$ cat src/rtl/nibble_serial_adder.sv
// nibble_serial_adder
//   Multi-cycle WIDTH-bit adder. Operands are captured on an input handshake,
//   then added one nibble per clock through a single 4-bit carry-lookahead
//   unit. The group carry is kept in a register between nibbles
//   (next = GG | (PG & carry)). The result is held until the consumer takes it.
//
//   Optional build macro: SIGNED_OVF_EN adds a registered signed-overflow output.
//
// Ports
//   clk        rising-edge clock
//   rst        synchronous active-high reset
//   in_valid   operands present
//   in_ready   block can accept operands (IDLE and not in reset)
//   in0, in1   WIDTH-bit operands
//   carry_in   carry into bit 0
//   out_valid  result available
//   out_ready  consumer takes result
//   sum        registered (in0 + in1 + carry_in) mod 2^WIDTH
//   carry_out  carry out of bit WIDTH-1
//   overflow   signed overflow (SIGNED_OVF_EN only)

// 4-bit carry-lookahead unit: nibble sum plus group propagate/generate.
module nibble_cla4 (
    input  logic [3:0] a,
    input  logic [3:0] b,
    input  logic       cin,
    output logic [3:0] s,
    output logic       pg,
    output logic       gg
);
    logic [3:0] p;
    logic [3:0] g;
    logic [3:0] c;

    assign p = a ^ b;
    assign g = a & b;

    assign c[0] = cin;
    assign c[1] = g[0] | (p[0] & cin);
    assign c[2] = g[1] | (p[1] & g[0]) | (p[1] & p[0] & cin);
    assign c[3] = g[2] | (p[2] & g[1]) | (p[2] & p[1] & g[0])
                | (p[2] & p[1] & p[0] & cin);

    assign s  = p ^ c;
    assign pg = &p;
    assign gg = g[3] | (p[3] & g[2]) | (p[3] & p[2] & g[1])
              | (p[3] & p[2] & p[1] & g[0]);
endmodule

module nibble_serial_adder #(
    parameter int WIDTH = 32
) (
    input  logic             clk,
    input  logic             rst,
    input  logic             in_valid,
    output logic             in_ready,
    input  logic [WIDTH-1:0] in0,
    input  logic [WIDTH-1:0] in1,
    input  logic             carry_in,
    output logic             out_valid,
    input  logic             out_ready,
    output logic [WIDTH-1:0] sum,
    output logic             carry_out
`ifdef SIGNED_OVF_EN
    ,
    output logic             overflow
`endif
);
    localparam int N    = WIDTH / 4;
    localparam int IDXW = (N > 1) ? $clog2(N) : 1;

    typedef enum logic [1:0] {
        IDLE = 2'd0,
        RUN  = 2'd1,
        DONE = 2'd2
    } state_t;

    state_t            state_q, state_d;
    logic [IDXW-1:0]   idx_q;
    logic              carry_q;
    logic [WIDTH-1:0]  a_q, b_q, acc_q;
    logic [WIDTH-1:0]  sum_q;
    logic              cout_q;
    logic              out_valid_q;

    logic [3:0]        a_nib, b_nib, s_nib;
    logic              pg, gg;
    logic              carry_next;
    logic [WIDTH-1:0]  acc_next;
    logic              last_step;
    logic              accept;

    // ------------------------------------------------------------------
    // Handshake and control
    // ------------------------------------------------------------------
    assign in_ready  = (state_q == IDLE) && !rst;
    assign accept    = in_valid && in_ready;
    assign last_step = (idx_q == IDXW'(N - 1));

    always_ff @(posedge clk) begin
        if (rst) state_q <= IDLE;
        else     state_q <= state_d;
    end

    always_comb begin
        state_d = state_q;
        case (state_q)
            IDLE:    if (accept)    state_d = RUN;
            RUN:     if (last_step) state_d = DONE;
            DONE:    if (out_ready) state_d = IDLE;
            default:                state_d = IDLE;
        endcase
    end

    // ------------------------------------------------------------------
    // Nibble datapath: select the current nibble with constant part-selects
    // so every slice is statically in range for any legal WIDTH.
    // ------------------------------------------------------------------
    always_comb begin
        a_nib = 4'h0;
        b_nib = 4'h0;
        for (int i = 0; i < N; i++) begin
            if (idx_q == IDXW'(i)) begin
                a_nib = a_q[4*i +: 4];
                b_nib = b_q[4*i +: 4];
            end
        end
    end

    nibble_cla4 u_cla (
        .a   (a_nib),
        .b   (b_nib),
        .cin (carry_q),
        .s   (s_nib),
        .pg  (pg),
        .gg  (gg)
    );

    assign carry_next = gg | (pg & carry_q);

    // Accumulator with the current nibble merged in; on the last step this
    // is the complete sum, so it can be loaded straight into the output.
    always_comb begin
        acc_next = acc_q;
        for (int i = 0; i < N; i++) begin
            if (idx_q == IDXW'(i)) acc_next[4*i +: 4] = s_nib;
        end
    end

    always_ff @(posedge clk) begin
        if (rst) begin
            idx_q       <= '0;
            carry_q     <= 1'b0;
            a_q         <= '0;
            b_q         <= '0;
            acc_q       <= '0;
            sum_q       <= '0;
            cout_q      <= 1'b0;
            out_valid_q <= 1'b0;
        end else begin
            case (state_q)
                IDLE: begin
                    if (accept) begin
                        a_q     <= in0;
                        b_q     <= in1;
                        carry_q <= carry_in;
                        idx_q   <= '0;
                    end
                end
                RUN: begin
                    acc_q   <= acc_next;
                    carry_q <= carry_next;
                    idx_q   <= idx_q + IDXW'(1);
                    if (last_step) begin
                        sum_q       <= acc_next;
                        cout_q      <= carry_next;
                        out_valid_q <= 1'b1;
                    end
                end
                DONE: begin
                    if (out_ready) out_valid_q <= 1'b0;
                end
                default: ;
            endcase
        end
    end

    assign out_valid = out_valid_q;
    assign sum       = sum_q;
    assign carry_out = cout_q;

`ifdef SIGNED_OVF_EN
    // Signed overflow: operands share a sign and the result sign differs.
    logic ovf_q;

    always_ff @(posedge clk) begin
        if (rst) begin
            ovf_q <= 1'b0;
        end else if (state_q == RUN && last_step) begin
            ovf_q <= (a_q[WIDTH-1] == b_q[WIDTH-1]) &&
                     (acc_next[WIDTH-1] != a_q[WIDTH-1]);
        end
    end

    assign overflow = ovf_q;
`endif

endmodule
$ cat config.mk
export PLATFORM = sky130hd
export DESIGN_NAME = nibble_serial_adder
export DESIGN_NICKNAME = d
export VERILOG_FILES = /design/src/rtl/nibble_serial_adder.sv
export SDC_FILE = /design/constraint.sdc
export NUM_CORES = 1
export LEC_CHECK = 0
export CAP_MARGIN = 20
export CORE_MARGIN = 5
export CORE_UTILIZATION = 48
export CTS_BUF_LIST = sky130_fd_sc_hd__clkbuf_16
export CTS_CLUSTER_DIAMETER = 60
export CTS_CLUSTER_SIZE = 25
export DETAILED_ROUTE_END_ITERATION = 8
export PLACE_DENSITY = 0.8
export SLEW_MARGIN = 20
export SYNTH_ARGS = -nofsm -noshare
export SYNTH_HDL_FRONTEND = slang
export SYNTH_SLANG_ARGS = --single-unit
$ cat constraint.sdc
create_clock -name clk -period 3.03 [get_ports clk]
set_input_delay 0.606 -clock clk [delete_from_list [all_inputs] [get_ports clk]]
set_output_delay 0.606 -clock clk [all_outputs]
set_load 0.05 [all_outputs]
Yosys cells after proc, flatten, opt, wreduce, memory -nomap -nowiden
Index checks and enable logic that the tools add are counted.

word-level totals
  flip-flop bits (word level) = 136
  input bits = 69
  output and inout port bits = 35

operators by class
  add/sub/neg operators = 1
  equal/unequal tests = 12
  multiplexer cells = 35
  bitwise logic cells = 28
  reduce and logical (&&, ||, !) cells = 13

operators with widths
  cell                                                 number
  two-way mux 4 bit                                    24
  AND 1 bit                                            15
  equality test 3 bit, second input constant           4
  OR 1 bit                                             10
  bitwise XOR 4 bit                                    2
  equality test 3 x 2 -> 1 bit, second input constant  2
  two-way mux 2 bit                                    3
  inequality test 2 bit, second input constant         3
  one-hot mux 2 bit (3 select lines)                   1
  one-hot mux 3 bit (2 select lines)                   1
  AND reduction 2 bit                                  3
  AND reduction 3 bit                                  2
  AND 4 bit                                            1
  one-hot mux 1 bit (2 select lines)                   2
  AND reduction 4 bit                                  1
  nonzero test 2 bit                                   2
  adder 3 x 1 -> 3 bit, second input constant          1
  equality test 3 x 1 -> 1 bit, second input constant  1
  logical NOT 3 bit                                    1
  two-way mux 1 bit                                    3
  two-way mux 3 bit                                    1
  equality test 2 x 1 -> 1 bit, second input constant  1
  equality test 2 bit, second input constant           1
  logical AND 1 bit                                    2
  2 further kinds                                      2

Longest topological paths before layout
Gate-level depths: netlist (run 1).

  depth after elaboration = 16
  gate-level depth with buffers = 15
  depth with buffers taken out = 11

Hierarchy
Synthesis (run 1) repeated with hierarchy kept, for this count alone.

unflattened totals
  cell total of the unflattened synthesis = 730
  area total of the unflattened synthesis = 6,109.6 um^2

modules (own cells, without submodules)
  module               times used  cells an instance  area an instance (um^2)  sequential area each (um^2)
  nibble_serial_adder  1           709                5,939.4                  2,642.5
  nibble_cla4          1           21                 170.2                    0.0

Worst setup path before layout (run 1)
Ideal clock, no wire load.

  path kind = reg2reg
  start point = register idx_q[2]
  end point = register sum_q[14], in the netlist sum[14]
  setup time = 0.132 ns
  arrival = 3.045 ns
  required time = 2.898 ns
  path slack = -0.147 ns
  cell stages (with the launch flop) = 15
  cells stage by stage = dfxtp_1 > clkbuf_1 > inv_1 > ha_1 > buf_2 > a22oi_1 > o211ai_1 > a31oi_1 > o21ai_0 > ha_1 > a21o_1 > a211o_1 > buf_2 > a311oi_1 > nor3_1

between the ends
  cells in the longest elaborated chain, start to end = 15

RTL lines
  item                                                   line    source
  from (decl)                                            79      logic [IDXW-1:0] idx_q;
  from (signal assigned)                                 173     idx_q <= idx_q + IDXW'(1);
  logical NOT 3 bit                                      123     if (idx_q == IDXW'(i)) begin
  two-way mux 4 bit (8 in series)                        123
  bitwise XOR 4 bit / AND 4 bit (equally long branches)  35, 36
  AND 1 bit                                              40      assign c[2] = g[1] | (p[1] & g[0]) | (p[1] & p[0] & cin);
  OR 1 bit / AND 1 bit (equally long branches)           40
  OR 1 bit                                               40
  bitwise XOR 4 bit                                      44      assign s = p ^ c;
  two-way mux 4 bit                                      146     if (idx_q == IDXW'(i)) acc_next[4*i +: 4] = s_nib;
  to (signal assigned)                                   175     sum_q <= acc_next;
  to (decl)                                              82      logic [WIDTH-1:0] sum_q;

Parallel ways exist; a longest one is shown, timed or not.
A chain may end at the register's enable or synchronous reset.

Worst setup path in the final report (run 1)
  start point = register idx_q[0]
  end point = register acc_q[25]

between the ends
  cells in the longest elaborated chain, start to end = 14

RTL lines
  item                             line  source
  logical NOT 3 bit                123
  two-way mux 4 bit (8 in series)  123
  bitwise XOR 4 bit                35    assign p = a ^ b;
  AND 1 bit                        39    assign c[1] = g[0] | (p[0] & cin);
  OR 1 bit                         39
  bitwise XOR 4 bit                44
  two-way mux 4 bit *              146
  to (signal assigned)             171   acc_q <= acc_next;
  to (decl)                        81    logic [WIDTH-1:0] a_q, b_q, acc_q;

Every way passes the cells marked *; elsewhere a longest branch is shown, timed or not.

==> out/metrics.sh, run 1 <==
GRTUSAGETOTAL_PCT=22.57
FINAL_MIN_PERIOD_OVER_CLOCK_PERIOD_PCT=98.18
CTS_TREE='done'
FINAL-HOLD-VIOLATION-COUNT=0
POWER.IR.VDD_WORST_uV=424.1
ROUTABILITYCONGESTION=0.9264
WORST_SLEW_PIN_SLEW_NS=0.6145
SYNTHADDERAREAFRAC_PCT=2.362
NETLIST_AREA_UM2=6145
DRT-PASS1-ITER-COUNT=5
HOLD_PATH_STARTPOINT='rst'
FLOORPLAN.INITIALDENSITY_PCT=48.89
GRT_PASS1_WL_MM=26.50
SYNTH_FP_NETS=844
STARTPOINT='idx_q[0]'
TOP_CELL_FAMILY_BY_DELAY_ON_THE_CRITICAL_PATH='buffers and inverters'
CAP_VIOL_MAX_COUNT=0
MAX_CLK_RATE_GHz=0.3361
CRIT_PATH_MAX_INCR_DELAY_NS=0.44
FINALCRITICALPERIOD_NS=2.975
WORST_EP_ARRIVAL_TIME_NS=3.31
STARTING_DRT_DRC_COUNT=567
R2R_END='acc_q[25]'
FINAL.FILL_COUNT=1058
MAXIMUM_NUMBER_OF_PINS_ON_ONE_NET_BEFORE_GLOBAL_ROUTE_REPAIR=91
MOSTFREQUENTLAYOUTCELLS='130 x sky130_fd_sc_hd__dfxtp_1, 128 x sky130_fd_sc_hd__nand2_1, 101 x sky130_fd_sc_hd__clkdlybuf4s50_1, 79 x sky130_fd_sc_hd__nand2b_1, 73 x sky130_fd_sc_hd__o21ai_0'
GRT_PASS1_VIAS=5309
FINAL_CORE_UTIL_PCT=64.92
HTREE_NUM_LEVELS=4
CP.BUFFERS_INVERTERS=6
CTS.REPORTEDPATHS.CLKPINSLEW_NS=0.05
PLACE.DETAILED.HPWL_MM=11.54
CRITICAL_PATH.MOST_COMMON_CELL='sky130_fd_sc_hd__buf_4'
SETUP-VIOLATIONS-FINAL=0
PLACEMENT.IO_BUFFERS=103
TIMING.HOLD.WORST.CLASS='primary input to flip-flop'
SKEW_NS=0.006879
SYNTH.FF_LATCH_COUNT=132
DETAILROUTE.VIA_COUNT=5730
SYNTH_CELL_TYPE_COUNT=47
TRITONCTS.NUM_BUFFERS=17
SYNTHMUXAREASHARE_PCT=0.8145
CP-START-KIND='flip-flop'
DIE_X_UM=123.1
AREA_GROWTH_SYN_TO_LAYOUT_PCT=32.78
WORST-ENDPOINT-REQUIRED_NS=3.36
LAYOUT.CELLS.MOST_COMMON='sky130_fd_sc_hd__dfxtp_1'
ROOT_BUF_CELL='sky130_fd_sc_hd__clkbuf_16'
CRIT_PATH_END='acc_q[25]'
ANT_NETS=0
WORST-R2R-SETUP-SLACK_NS=0.06
NUMCLOCKSINKS=132
ROUTEDWLPERCELL_UM=15.92
SITE_ROW_COUNT=41
SYNTH_COMPOUND_AREA_SHARE_PCT=21.20
WORSTREG2REGSTART='idx_q[0]'
DRC=0
CRITICAL_PATH.ENDPOINT_TYPE='flip-flop'
WORST-SETUP-PATH-TYPE='flip-flop to flip-flop'
CLK_LATENCY_NS=0.43
GR-TOTAL-OVERFLOW=0
SYNTH-XOR-AREA-SHARE_PCT=0.1425
SYN_INST=764
TIMING.CRITICAL_PATH.CELLS='inv_2 -> ha_4 -> buf_12 -> nand2_1 -> buf_4 -> a32o_1 -> nand3_1 -> a2bb2oi_1 -> ha_2 -> buf_4 -> xnor2_2 -> clkbuf_4 -> buf_4 -> a211oi_1'
POST_CTS_HOLD_BUFFER_COUNT=0
CTS_MAX_PATH_BUFFERS=2
SYNTHFLOPTYPE='sky130_fd_sc_hd__dfxtp_1'
CHIPHEIGHT_UM=123.1
ASYNC_FLOP_SHARE_PCT=0
NUM-NETS-FINAL=952
POWER.DENSITY_CELL_AREA_nW_PER_UM2=540.1
POWER_mW=4.407
DIODES=0
ROUTED_VIA_DENSITY=5.426
OUTCOME='finished clean'
NUMBER_OF_SETUP_BUFFERS_ADDED_AFTER_CTS=0
DRIVE_ABOVE_1_SHARE_PCT=11.99
CORE_UM2=12570
CRITICAL_PATH_DEPTH=14
CP_SLOWEST_CELL='sky130_fd_sc_hd__dfxtp_1'
SYNTH_EDF_COUNT=0
DRT-TOTAL-WL_MM=16.81
LEAKAGEPOWER_nW=2.814
INITIAL_ANTENNA_VIOLATION_COUNT=0
POST_SYNTHESIS_SIMPLE_GATE_AREA_FRACTION_PCT=27.06
CRIT_PATH_MAX_FANOUT=15
MAX-SLEW-MARGIN-REL_PCT=59.04
COUNT_OF_BOUNDARY_I_O_PINS=104
SEQ_TOTAL_AREA_YOSYS_PCT=43.01
DIE_AREA_UM2=15160
NUMBER_OF_WARNINGS_REPORTED_IN_THE_YOSYS_SYNTHESIS_LOG=0
FIN_WORST_HOLD_SLACK_NS=0.4314
SYNTHESIZED_AREA_DIVIDED_BY_SYNTHESIZED_CELL_COUNT_UM2=8.043
R2R.WORST_PATH.CELLS=14
RSZ0062_AT_GRT='yes'
LARGEST_FAMILY_OF_LOGIC_CELLS_BY_SYNTHESIZED_AREA='simple AND/OR/NAND/NOR gates'
DRV_SLEW=0
## cell usage after synthesis, drive strengths merged, types with 6 or more instances
cell / count / area [um^2]
dfxtp: 132 / 2643
nand2: 130 / 490.5
nand2b: 80 / 508.0
o21ai: 79 / 395.4
nor2: 52 / 210.2
a21oi: 45 / 225.2
buf: 39 / 214.0
clkbuf: 23 / 88.84
a211oi: 22 / 165.2
a311oi: 15 / 131.4
nor2b: 13 / 81.33
o211ai: 13 / 97.59
nand4: 12 / 75.07
nand3: 11 / 55.05
ha: 10 / 125.1
nor3: 10 / 50.05
o22ai: 10 / 62.56
and2: 9 / 56.30
inv: 8 / 30.03
nand3b: 8 / 60.06
o31ai: 6 / 45.04
or3: 6 / 37.54
## area by class of cell
class | count | area (um^2) | share of cell area (%)
Multi-Input combinational cell | 562 | 3293 | 40.36
Sequential cell | 132 | 2645 | 32.42
Clock buffer | 17 | 425.4 | 5.214
Clock inverter | 14 | 122.6 | 1.503
Timing Repair Buffer | 151 | 1428 | 17.50
Tap cell | 172 | 215.2 | 2.638
Inverter | 8 | 30.03 | 0.3680
## repair_timing
action | in CTS | in global routing
endpoints found under the setup margin | 7 | 46
cloned | 0 | 1
gates resized for setup | 6 | 27
pin swaps | 0 | 2
## how the worst min path moves through the flow
stage / end / cells past startpoint
4_1_cts: state_q[1] / 2
3_3_place_gp: acc_q[14] / 2
2_1_floorplan: acc_q[14] / 2
6_report: state_q[1] / 2
3_5_place_dp: acc_q[14] / 2
5_1_grt: state_q[1] / 2
## worst reg2reg max path: cells and delay by family (launching register included)
kind / cells / cell delay [ns]
compound gates: 3 / 0.61
xor+xnor: 1 / 0.15
fa+ha+maj: 2 / 0.54
buf+inv: 6 / 0.97
flops: 1 / 0.44
simple gates: 2 / 0.16
## per-stage QoR
stage	area (um^2)	worst slack, ns	cells	TNS [ns]
3_3_place_gp	7475	0.06373	1024	0
5_1_grt	8159	-0.08604	1056	-0.7022
4_1_cts	8040	0.003744	1055	0
6_report	8159	0.05509	1056	0
2_1_floorplan	6156	0.009559	764	0
3_5_place_dp	7475	-0.01597	1024	-0.06126
## kinds of logic (layout without fill, tap and decap cells)
| group | count (synthesis) | after routing |
|---|---|---|
| and+or+nand+nor | 334 | 334 |
| AOI/OAI and AO/OA | 211 | 211 |
| DFF | 132 | 132 |
| buffers and inverters | 70 | 190 |
| adders and majority gates | 11 | 11 |
| muxes | 5 | 5 |
| xor gates and xnor gates | 1 | 1 |
## report_power, final
| part | internal (mW) | switching, mW |
|---|---|---|
| clock | 1.18 | 0.740 |
| combinational | 0.299 | 0.322 |
| sequential | 1.81 | 0.0558 |
| total | 3.29 | 1.12 |
## routing by layer
layer  track usage (%)  wire length (um)  vias to the layer above
met2             35.20              7854                      174
li1                  -                 -                     2876
met4             8.304               254                        0
met1             30.47              7574                     2660
met5                 0                 0                        -
met3             5.352              1123                       20
## flip-flops by register name (all words and copies together) (netlist names)
register,cells
out_valid,1
carry_out,1
b_q,32
sum,32
a_q,32
idx_q,3
acc_q,28
carry_q,1
state_q,2
(Power assumes the default switching activity.)
==> run 2: changes to the inputs <==
Settings changed: PLACE_DENSITY 0.8 to default, PLACE_DENSITY_LB_ADDON from default to 0.15.
==> out/metrics.sh, run 2 (synthesized netlist as in run 1, its figures left out) <==
OUTCOME='finished clean'
HTREE_NUM_LEVELS=4  # unchanged
LAYOUT.CELLS.MOST_COMMON='sky130_fd_sc_hd__dfxtp_1'
DETAILROUTE.VIA_COUNT=5667  # -1.1%
CHIPHEIGHT_UM=123.1  # unchanged
FINALCRITICALPERIOD_NS=2.911  # -0.06343 ns
CP.BUFFERS_INVERTERS=3  # -3
ANT_NETS=0  # unchanged
GRT_PASS1_WL_MM=26.59  # +0.34%
CRITICAL_PATH.MOST_COMMON_CELL='sky130_fd_sc_hd__buf_4'
TIMING.CRITICAL_PATH.CELLS='ha_2 -> ha_4 -> buf_4 -> nor2_1 -> buf_4 -> a32o_1 -> nand3_1 -> a2bb2oi_1 -> ha_1 -> o21ai_0 -> o21ai_0 -> buf_4 -> nand3_2 -> o31ai_2'
SETUP-VIOLATIONS-FINAL=0  # unchanged
FINAL-HOLD-VIOLATION-COUNT=0  # unchanged
MOSTFREQUENTLAYOUTCELLS='129 x sky130_fd_sc_hd__dfxtp_1, 128 x sky130_fd_sc_hd__nand2_1, 101 x sky130_fd_sc_hd__clkdlybuf4s50_1, 79 x sky130_fd_sc_hd__nand2b_1, 74 x sky130_fd_sc_hd__o21ai_0'
FLOORPLAN.INITIALDENSITY_PCT=48.89  # unchanged
STARTING_DRT_DRC_COUNT=433  # -24%
AREA_GROWTH_SYN_TO_LAYOUT_PCT=31.95
CTS_TREE='done'
CLK_LATENCY_NS=0.42  # about the same
MAX-SLEW-MARGIN-REL_PCT=63.39  # +4.4 points
PLACEMENT.SETUP.WORST_SLACK_NS=-0.09723  # -0.08126 ns
CRIT_PATH_MAX_INCR_DELAY_NS=0.38  # -0.06 ns
POST_CTS_HOLD_BUFFER_COUNT=0  # unchanged
DIODES=0  # unchanged
POWER.IR.VDD_WORST_uV=415.1  # -2.1%
GRT_PASS1_VIAS=5550  # +4.5%
SKEW_NS=0.008167  # +0.001288 ns
DRV_SLEW=0  # unchanged
NUMCLOCKSINKS=132  # unchanged
NUM-NETS-FINAL=943  # -0.95%
CTS_MAX_PATH_BUFFERS=2  # unchanged
ROUTABILITYCONGESTION=0.9052  # -2.3%
GR-TOTAL-OVERFLOW=0  # unchanged
WORST-SETUP-PATH-TYPE='flip-flop to flip-flop'
CRIT_PATH_MAX_FANOUT=10  # -5
TRITONCTS.NUM_BUFFERS=17  # unchanged
DRC=0  # unchanged
ROUTEDWLPERCELL_UM=15.96  # +0.27%
PLACEMENT.IO_BUFFERS=103  # unchanged
INITIAL_ANTENNA_VIOLATION_COUNT=0  # unchanged
CP_SLOWEST_CELL='sky130_fd_sc_hd__dfxtp_2'
FINAL.SETUP.WORST_SLACK_NS=0.1185  # +0.06343 ns
LEAKAGEPOWER_nW=2.771  # -1.6%
CORE_UM2=12570  # unchanged
DRT-TOTAL-WL_MM=16.72  # -0.49%
CP-START-KIND='flip-flop'
DRT-PASS1-ITER-COUNT=6  # +1
TOP_CELL_FAMILY_BY_DELAY_ON_THE_CRITICAL_PATH='compound AO/OA/AOI/OAI gates'
POWER.DENSITY_CELL_AREA_nW_PER_UM2=543.0  # +0.54%
WORST_EP_ARRIVAL_TIME_NS=3.25  # -0.06 ns
TIMING.HOLD.WORST.CLASS='flip-flop to flip-flop'
SITE_ROW_COUNT=41  # unchanged
MAXIMUM_NUMBER_OF_PINS_ON_ONE_NET_BEFORE_GLOBAL_ROUTE_REPAIR=97  # +6.6%
FIN_WORST_HOLD_SLACK_NS=0.4537  # +0.02230 ns
WORST-ENDPOINT-REQUIRED_NS=3.37  # about the same
DRIVE_ABOVE_1_SHARE_PCT=11.42  # -0.58 points
DIE_X_UM=123.1  # unchanged
CRITICAL_PATH.ENDPOINT_TYPE='flip-flop'
COUNT_OF_BOUNDARY_I_O_PINS=104  # unchanged
CAP_VIOL_MAX_COUNT=0  # unchanged
CTS.REPORTEDPATHS.CLKPINSLEW_NS=0.06  # about the same
DIE_AREA_UM2=15160  # unchanged
PLACE.DETAILED.HPWL_MM=11.91  # +3.2%
MAX_CLK_RATE_GHz=0.3435  # +2.2%
FINAL_MIN_PERIOD_OVER_CLOCK_PERIOD_PCT=96.09  # -2.1 points
ROUTED_VIA_DENSITY=5.407  # -0.34%
WORST_SLEW_PIN_SLEW_NS=0.5471  # -0.06732 ns
GRTUSAGETOTAL_PCT=22.19  # -0.38 points
ROOT_BUF_CELL='sky130_fd_sc_hd__clkbuf_16'
run 2: report_power, final:
part | switching [mW] | leakage, nW | internal [mW]
registers | 0.0534 | 1.08 | 1.81
clock network | 0.765 | 0.265 | 1.20
logic | 0.303 | 1.43 | 0.275
total | 1.12 | 2.77 | 3.28
run 2: final timing paths:
path                  from   endpoint  slack [ns]  cells past startpoint
hold / removal      sum[1]     sum[1]        0.45                      2
setup / recovery  idx_q[1]  acc_q[15]        0.12                     14
hold reg to reg     sum[1]     sum[1]        0.45                      2
setup reg to reg  idx_q[1]  acc_q[15]        0.12                     14
run 2: timing repair:
item	4_1_cts	5_1_grt
setup endpoints to repair	7	43
gates resized for setup	5	24
pin swaps	0	7
setup buffers	0	3
run 2: metrics by stage:
stage          area (um^2)  utilization, %   TNS, ns  total power, mW  std cells
2_1_floorplan         6156               -         0            2.203        764
3_5_place_dp          7405           58.91   -0.2340            2.437       1013
3_3_place_gp          7405           58.91         0            2.429       1013
5_1_grt               8108           64.51   -0.5649            4.571       1048
6_report              8108           64.51         0            4.402       1048
4_1_cts               7993           63.59  -0.01348            4.405       1045
run 2: layer usage:
layer  global-route usage [%]  up-vias  share of wire, %
li1                         -     2849                 -
met1                    27.88     2610                43
met2                    37.14      176                49
met3                    4.758       32               5.1
met4                    8.858        0               2.5
met5                        0        -                 0
run 2: area by class of cell:
cell class / count / area (um^2)
Clock buffer: 17 / 425.4
Inverter: 8 / 30.03
Fill cell: 1109 / 4461
Multi-Input combinational cell: 562 / 3282
Clock inverter: 15 / 140.1
Sequential cell: 132 / 2646
Tap cell: 172 / 215.2
Timing Repair Buffer: 142 / 1369
run 2: worst register-to-register path: stages (launching register included):
cell                        delay, ns
sky130_fd_sc_hd__dfxtp_2         0.38
sky130_fd_sc_hd__ha_2            0.23
sky130_fd_sc_hd__ha_4            0.17
sky130_fd_sc_hd__buf_4           0.17
sky130_fd_sc_hd__nor2_1          0.06
sky130_fd_sc_hd__buf_4           0.16
sky130_fd_sc_hd__a32o_1          0.20
sky130_fd_sc_hd__nand3_1         0.08
sky130_fd_sc_hd__a2bb2oi_1       0.08
sky130_fd_sc_hd__ha_1            0.38
sky130_fd_sc_hd__o21ai_0         0.14
sky130_fd_sc_hd__o21ai_0         0.19
sky130_fd_sc_hd__buf_4           0.21
sky130_fd_sc_hd__nand3_2         0.15
sky130_fd_sc_hd__o31ai_2         0.22
